## src/rtl/digit_code_tx_if.sv

```systemverilog
// Parallel-code request and serial/display response bundle for digit_code_tx.
// The master drives the code request; the slave (the transmitter) drives the line and the display.
interface digit_code_tx_if;
  logic       start;
  logic [7:0] code;
  logic       ser_out;
  logic       busy;
  logic       done;
  logic       err;
  logic [6:0] hex;

  modport master (
    output start,
    output code,
    input  ser_out,
    input  busy,
    input  done,
    input  err,
    input  hex
  );

  modport slave (
    input  start,
    input  code,
    output ser_out,
    output busy,
    output done,
    output err,
    output hex
  );
endinterface

```

## src/rtl/digit_code_tx.sv

```systemverilog
// Sends a two-digit BCD code as a UART-style frame (start, 8 data LSB first, stop)
// and shows the digit currently on the line on an active-low 7-segment display.
module digit_code_tx #(
  parameter int unsigned DIV = 4
) (
  input  logic        clk,
  input  logic        reset,
  digit_code_tx_if.slave bus
);

  localparam int unsigned CW        = (DIV > 1) ? $clog2(DIV) : 1;
  localparam logic [CW-1:0] CNT_LAST = CW'(DIV - 1);
  localparam logic [6:0]  HEX_BLANK = 7'b1111111;
  localparam logic [2:0]  IDX_LAST  = 3'd7;

  typedef enum logic [2:0] {
    S_IDLE  = 3'd0,
    S_START = 3'd1,
    S_DATA  = 3'd2,
    S_STOP  = 3'd3,
    S_DONE  = 3'd4
  } state_t;

  state_t          state_q, state_d;
  logic [CW-1:0]   cnt_q, cnt_d;
  logic [2:0]      idx_q, idx_d;
  logic [7:0]      code_q, code_d;

  logic            ser_q, ser_d;
  logic            busy_q, busy_d;
  logic            done_q, done_d;
  logic            err_q, err_d;
  logic [6:0]      hex_q, hex_d;

  logic            code_ok_c;
  logic            cnt_wrap_c;
  logic [3:0]      digit_c;

  // Active-low {g,f,e,d,c,b,a}; anything outside 0..9 is shown blank.
  function automatic logic [6:0] seg7(input logic [3:0] d);
    logic [6:0] s;
    case (d)
      4'd0:    s = 7'b1000000;
      4'd1:    s = 7'b1111001;
      4'd2:    s = 7'b0100100;
      4'd3:    s = 7'b0110000;
      4'd4:    s = 7'b0011001;
      4'd5:    s = 7'b0010010;
      4'd6:    s = 7'b0000010;
      4'd7:    s = 7'b1111000;
      4'd8:    s = 7'b0000000;
      4'd9:    s = 7'b0010000;
      default: s = HEX_BLANK;
    endcase
    return s;
  endfunction

  assign code_ok_c  = (bus.code[3:0] <= 4'd9) && (bus.code[7:4] <= 4'd9);
  assign cnt_wrap_c = (cnt_q == CNT_LAST);

  // State, counters, latched code and registered outputs.
  always_ff @(posedge clk or posedge reset) begin
    if (reset) begin
      state_q <= S_IDLE;
      cnt_q   <= '0;
      idx_q   <= '0;
      code_q  <= '0;
      ser_q   <= 1'b1;
      busy_q  <= 1'b0;
      done_q  <= 1'b0;
      err_q   <= 1'b0;
      hex_q   <= HEX_BLANK;
    end else begin
      state_q <= state_d;
      cnt_q   <= cnt_d;
      idx_q   <= idx_d;
      code_q  <= code_d;
      ser_q   <= ser_d;
      busy_q  <= busy_d;
      done_q  <= done_d;
      err_q   <= err_d;
      hex_q   <= hex_d;
    end
  end

  // Next-state: each bit lasts DIV cycles; the bit index only moves on a counter wrap.
  always_comb begin
    state_d = state_q;
    cnt_d   = cnt_q;
    idx_d   = idx_q;
    code_d  = code_q;
    case (state_q)
      S_IDLE: begin
        if (bus.start && code_ok_c) begin
          code_d  = bus.code;
          cnt_d   = '0;
          idx_d   = '0;
          state_d = S_START;
        end
      end
      S_START: begin
        if (cnt_wrap_c) begin
          cnt_d   = '0;
          idx_d   = '0;
          state_d = S_DATA;
        end else begin
          cnt_d = cnt_q + CW'(1);
        end
      end
      S_DATA: begin
        if (cnt_wrap_c) begin
          cnt_d = '0;
          if (idx_q == IDX_LAST) begin
            state_d = S_STOP;
          end else begin
            idx_d = idx_q + 3'd1;
          end
        end else begin
          cnt_d = cnt_q + CW'(1);
        end
      end
      S_STOP: begin
        if (cnt_wrap_c) begin
          cnt_d   = '0;
          state_d = S_DONE;
        end else begin
          cnt_d = cnt_q + CW'(1);
        end
      end
      S_DONE: begin
        cnt_d   = '0;
        idx_d   = '0;
        state_d = S_IDLE;
      end
      default: begin
        cnt_d   = '0;
        idx_d   = '0;
        state_d = S_IDLE;
      end
    endcase
  end

  // Outputs are decoded from the next state so they change on the same edge as the state.
  always_comb begin
    ser_d   = 1'b1;
    busy_d  = 1'b0;
    done_d  = 1'b0;
    err_d   = 1'b0;
    hex_d   = HEX_BLANK;
    digit_c = idx_d[2] ? code_d[7:4] : code_d[3:0];
    case (state_d)
      S_START: begin
        ser_d  = 1'b0;
        busy_d = 1'b1;
      end
      S_DATA: begin
        ser_d  = code_d[idx_d];
        busy_d = 1'b1;
        hex_d  = seg7(digit_c);
      end
      S_STOP: begin
        busy_d = 1'b1;
      end
      S_DONE: begin
        done_d = 1'b1;
      end
      default: begin
        ser_d = 1'b1;
      end
    endcase
    if ((state_q == S_IDLE) && bus.start && !code_ok_c) begin
      err_d = 1'b1;
    end
  end

  assign bus.ser_out = ser_q;
  assign bus.busy    = busy_q;
  assign bus.done    = done_q;
  assign bus.err     = err_q;
  assign bus.hex     = hex_q;

endmodule

```

## src/flat_wrapper.sv

```systemverilog
// flat-port wrapper written by rule: the top's interface ports become plain ports
module digit_code_tx_flat 
#(
  parameter int unsigned DIV = 4
)
  (clk, reset, bus_start, bus_code, bus_ser_out, bus_busy, bus_done, bus_err, bus_hex);
  digit_code_tx_if bus_i ();
  input  logic clk;
  input  logic reset;
  input wire logic [$bits(bus_i.start)-1:0] bus_start;
  input wire logic [$bits(bus_i.code)-1:0] bus_code;
  output wire logic [$bits(bus_i.ser_out)-1:0] bus_ser_out;
  output wire logic [$bits(bus_i.busy)-1:0] bus_busy;
  output wire logic [$bits(bus_i.done)-1:0] bus_done;
  output wire logic [$bits(bus_i.err)-1:0] bus_err;
  output wire logic [$bits(bus_i.hex)-1:0] bus_hex;
  assign bus_i.start = bus_start;
  assign bus_i.code = bus_code;
  assign bus_ser_out = bus_i.ser_out;
  assign bus_busy = bus_i.busy;
  assign bus_done = bus_i.done;
  assign bus_err = bus_i.err;
  assign bus_hex = bus_i.hex;
  digit_code_tx #(.DIV(DIV)) u_core (.clk(clk), .reset(reset), .bus(bus_i));
endmodule
```

## config.mk

```make
export PLATFORM = sky130hd
export DESIGN_NAME = digit_code_tx_flat
export DESIGN_NICKNAME = d
export VERILOG_FILES = /design/src/rtl/digit_code_tx_if.sv /design/src/rtl/digit_code_tx.sv /design/src/flat_wrapper.sv
export SDC_FILE = /design/constraint.sdc
export NUM_CORES = 1
export LEC_CHECK = 0
export ABC_CLOCK_PERIOD_IN_PS = 4400
export CAP_MARGIN = 20
export CELL_PAD_IN_SITES_DETAIL_PLACEMENT = 1
export CELL_PAD_IN_SITES_GLOBAL_PLACEMENT = 1
export CORE_ASPECT_RATIO = 1.2
export CORE_MARGIN = 2
export CORE_UTILIZATION = 27
export CTS_CLUSTER_SIZE = 28
export DETAILED_ROUTE_END_ITERATION = 12
export PLACE_DENSITY_LB_ADDON = 0.12
export SLEW_MARGIN = 20
export SYNTH_ARGS = -nofsm -noshare
export SYNTH_HDL_FRONTEND = slang
export SYNTH_SLANG_ARGS = --single-unit
export TNS_END_PERCENT = 10
```

## constraint.sdc

```tcl
create_clock -name clk -period 4.4 [get_ports clk]
set_clock_uncertainty 0.15 [all_clocks]
set_input_delay 0.66 -clock clk [delete_from_list [all_inputs] [get_ports clk]]
set_output_delay 0.66 -clock clk [all_outputs]
set_load 0.005 [all_outputs]
```

==> flow_summary.rst <==
.. list-table::
   :header-rows: 1

   * - Metric
     - Value
   * - Diode insertion count for antenna repair
     - 0
   * - X dimension of the die
     - 73.42 µm
   * - Final Hold Violating Endpoints
     - 0
   * - Worst Setup End Kind
     - flop
   * - Final standard cell count with taps included and fillers excluded
     - 234
   * - Area of the die
     - 6410 µm²
   * - Remaining antenna violation count after routing
     - 0
   * - Slew of the pin with the lowest slew margin
     - 711.1 ps
   * - Violation count after the first detailed-route iteration
     - 39
   * - Sequential share of the synthesized area
     - 0.4391
   * - Final-stage net count
     - 189
   * - Effective utilization at floorplan
     - 0.2773
   * - Run status
     - completed
   * - Post-synth top area cell
     - sky130_fd_sc_hd__dfrtp_1
   * - Crit path arrival time
     - 3250 ps
   * - Number of violations of the max-capacitance limit
     - 0
   * - Final Routed Wirelength
     - 3767 µm
   * - Clock-pin slew reported for the worst setup and hold paths after clock tree synthesis
     - 100 ps
   * - Pin count of the biggest net entering global routing
     - 28
   * - Worst setup timing slack at the placement stage
     - 851.4 ps
   * - Largest vdd supply drop
     - 147.2 µV
   * - Number of buffers inserted by hold repair at cts
     - 0
   * - CTS tree
     - yes
   * - Asr flop ratio synth
     - 1.000
   * - RSZ-0062 raised after global routing
     - false
   * - Master cell of the clock root buffer
     - sky130_fd_sc_hd__clkbuf_8
   * - Maximum fanout count along the critical path
     - 9
   * - Number of max-slew violations in the final report
     - 0
   * - F_max
     - 0.3111 GHz
   * - Insertion delay to the later sink of the worst-skew pair
     - 270 ps
   * - Post-layout min period
     - 3215 ps
   * - Number of warnings reported in the yosys synthesis log
     - 0
   * - Number of distinct library cells after synthesis
     - 46
   * - Via count of the first global-routing pass
     - 1324
   * - Total standard cell area after synthesis
     - 1561 µm²
   * - Gpl congestion
     - 0.7430
   * - Post-CTS setup-driven buffer insertion count
     - 0
   * - Number of antenna violations at the first check in global routing
     - 0
   * - Proportion of netlist area held by the largest area contributor
     - 0.3045
   * - Period Utilization, post-route
     - 0.7307
   * - Top-Level Pins
     - 22
   * - Core area
     - 5630 µm²
   * - Required time worst endpoint
     - 4430 ps
   * - Commonest register cell after synthesis
     - sky130_fd_sc_hd__dfrtp_1
   * - Cell total after placement
     - 230
   * - Area Overhead vs Synth
     - 20.35%
   * - Total vias in the final route
     - 1183
   * - Net count after synthesis
     - 166
   * - Sum of negative setup slack
     - 0 ps
   * - Number of instances resized during post-cts repair
     - 0
   * - 1st-pass router iterations
     - 4
   * - Hold Worst Slack
     - 399.0 ps
   * - Via count normalized by instance count
     - 5.056
   * - Min-delay worst type
     - reg2reg
   * - Number of enable flip-flop cells after synthesis
     - 0
   * - Ranking of synthesized cells by area
     - sky130_fd_sc_hd__dfrtp_1 30%, sky130_fd_sc_hd__dfstp_2 13%, sky130_fd_sc_hd__ha_1 5.6%
   * - Max Buffers Root-to-Sink
     - 2
   * - Global-route wire length before repair
     - 6706 µm
   * - HPWL after DPL
     - 2902 µm
   * - Max transition margin
     - 0.5231
   * - Depth of the CTS H-tree
     - 1
   * - Total leakage power
     - 0.8222 nW
   * - Post-synthesis cell count
     - 148
   * - Global-route congestion overflow total
     - 0
   * - Die height
     - 87.31 µm
   * - Most frequently used cell type in the post-synthesis netlist
     - sky130_fd_sc_hd__dfrtp_1
   * - Remaining DRCs
     - 0
   * - I/O Buffers
     - 21
   * - Clk sinks
     - 27
   * - Most numerous cell types in the synthesized netlist
     - 19 x sky130_fd_sc_hd__dfrtp_1, 13 x sky130_fd_sc_hd__nand2_1, 12 x sky130_fd_sc_hd__inv_1
   * - FILL cells
     - 648
   * - Kind of launch point of the worst setup path
     - primary input
   * - Cell Rows
     - 30
   * - Share of post-route cells with drive strength above 1
     - 0.1882
   * - Mean Syn Cell Area
     - 10.55 µm²
   * - FF+latch count, synth
     - 27
   * - Critical path type
     - in2reg
   * - Final setup viols
     - 0
   * - Pwr per Cell Area
     - 569.6 nW/µm²
   * - GRT Overall Usage
     - 0.1350
   * - Number of buffers created by CTS
     - 3
   * - Avg WL per Cell
     - 16.10 µm
   * - Final critical-path setup slack
     - 1185 ps
[state kept, by name (all words and copies together), names as in the netlist]
signal / flops
u_core.bus.busy: 1
u_core.code_q: 8
u_core.bus.err: 1
u_core.bus.hex: 7
u_core.state_q: 3
u_core.bus.done: 1
u_core.cnt_q: 2
u_core.idx_q: 3
u_core.bus.ser_out: 1
[routing by layer]
metal	up-vias	wire (µm)	global-route usage
met1	603	1628	0.1687
met3	5	35	0.01736
met4	0	58	0.03967
met2	6	2045	0.2400
met5	-	0	0
li1	569	-	-
[stage by stage]
stage | utilization | area, µm² | total power, mW
global placement | 0.3256 | 1833 | 0.9327
CTS | 0.3338 | 1879 | 1.093
finish | 0.3338 | 1879 | 1.070
detailed placement | 0.3256 | 1833 | 0.9429
global route | 0.3338 | 1879 | 1.171
floorplan | - | 1562 | 0.7460
[layout make-up]
cell class	count	area, µm²	area share
Clock inverter	1	5.005	0.002663
Sequential cell	27	685.7	0.3648
Timing Repair Buffer	21	210.2	0.1119
Inverter	12	45.04	0.02397
Tap cell	64	80.08	0.04261
Clock buffer	3	41.29	0.02197
Multi-Input combinational cell	106	812.0	0.4321
[worst max-delay path, cell delays in order]
cell and delay, ps:
sky130_fd_sc_hd__clkdlybuf4s50_1 510, sky130_fd_sc_hd__o21ai_2 290, sky130_fd_sc_hd__nand3_2 290, sky130_fd_sc_hd__mux2i_1 270, sky130_fd_sc_hd__inv_1 90, sky130_fd_sc_hd__o21ai_0 390, sky130_fd_sc_hd__ha_1 230, sky130_fd_sc_hd__inv_1 40
sky130_fd_sc_hd__or2_2 290, sky130_fd_sc_hd__nor2_1 90, sky130_fd_sc_hd__o21ai_0 100
[cell families (layout without fill, tap and decap cells)]
| family | after synthesis | count (layout) | synth area share |
|---|---|---|---|
| multiplexers | 12 | 12 | 0.09535 |
| buffers and inverters | 15 | 37 | 0.04086 |
| AND/OR/NAND/NOR | 48 | 48 | 0.1827 |
| AO/OA/AOI/OAI | 37 | 37 | 0.1747 |
| adder cells (fa/ha/maj) | 7 | 7 | 0.05609 |
| flip-flops | 27 | 27 | 0.4391 |
| XOR/XNOR | 2 | 2 | 0.01122 |
[report_power, final]
part	internal, mW	switching [mW]
Combinational	0.241	0.278
Sequential	0.352	0.0548
Clock	0.0635	0.0808
Total	0.657	0.413
[layout by cell type (no fill, tap or decap), types with 2 or more instances in the layout]
cell type,n
sky130_fd_sc_hd__nand2_1,13
sky130_fd_sc_hd__mux2i_1,7
sky130_fd_sc_hd__clkbuf_8,3
sky130_fd_sc_hd__nor2b_1,4
sky130_fd_sc_hd__dfstp_2,8
sky130_fd_sc_hd__nand3_1,3
sky130_fd_sc_hd__nor2_1,6
sky130_fd_sc_hd__xnor2_1,2
sky130_fd_sc_hd__mux2_2,3
sky130_fd_sc_hd__a31oi_1,4
sky130_fd_sc_hd__clkdlybuf4s50_1,21
sky130_fd_sc_hd__or2_2,2
sky130_fd_sc_hd__mux2i_4,2
sky130_fd_sc_hd__inv_1,11
sky130_fd_sc_hd__ha_1,7
sky130_fd_sc_hd__a21oi_1,8
sky130_fd_sc_hd__dfrtp_1,19
sky130_fd_sc_hd__nor3_1,7
sky130_fd_sc_hd__nand2b_1,2
sky130_fd_sc_hd__o21ai_0,10
[final timing paths]
path / startpoint / end / depth (start not counted) / slack, ps
worst max-delay path: bus_code[6] / u_core.bus.hex[4] / 11 / 1190
worst min-delay path: u_core.code_q[0] / u_core.code_q[0] / 2 / 400
worst max register to register: u_core.cnt_q[0] / u_core.bus.hex[6] / 10 / 1240
worst min register to register: u_core.code_q[0] / u_core.code_q[0] / 2 / 400
max in group asynchronous: reset / u_core.state_q[2] / 2 / 3090
min in group asynchronous: reset / u_core.bus.done / 2 / 620
Note: power is estimated with default switching activity, not from simulation.
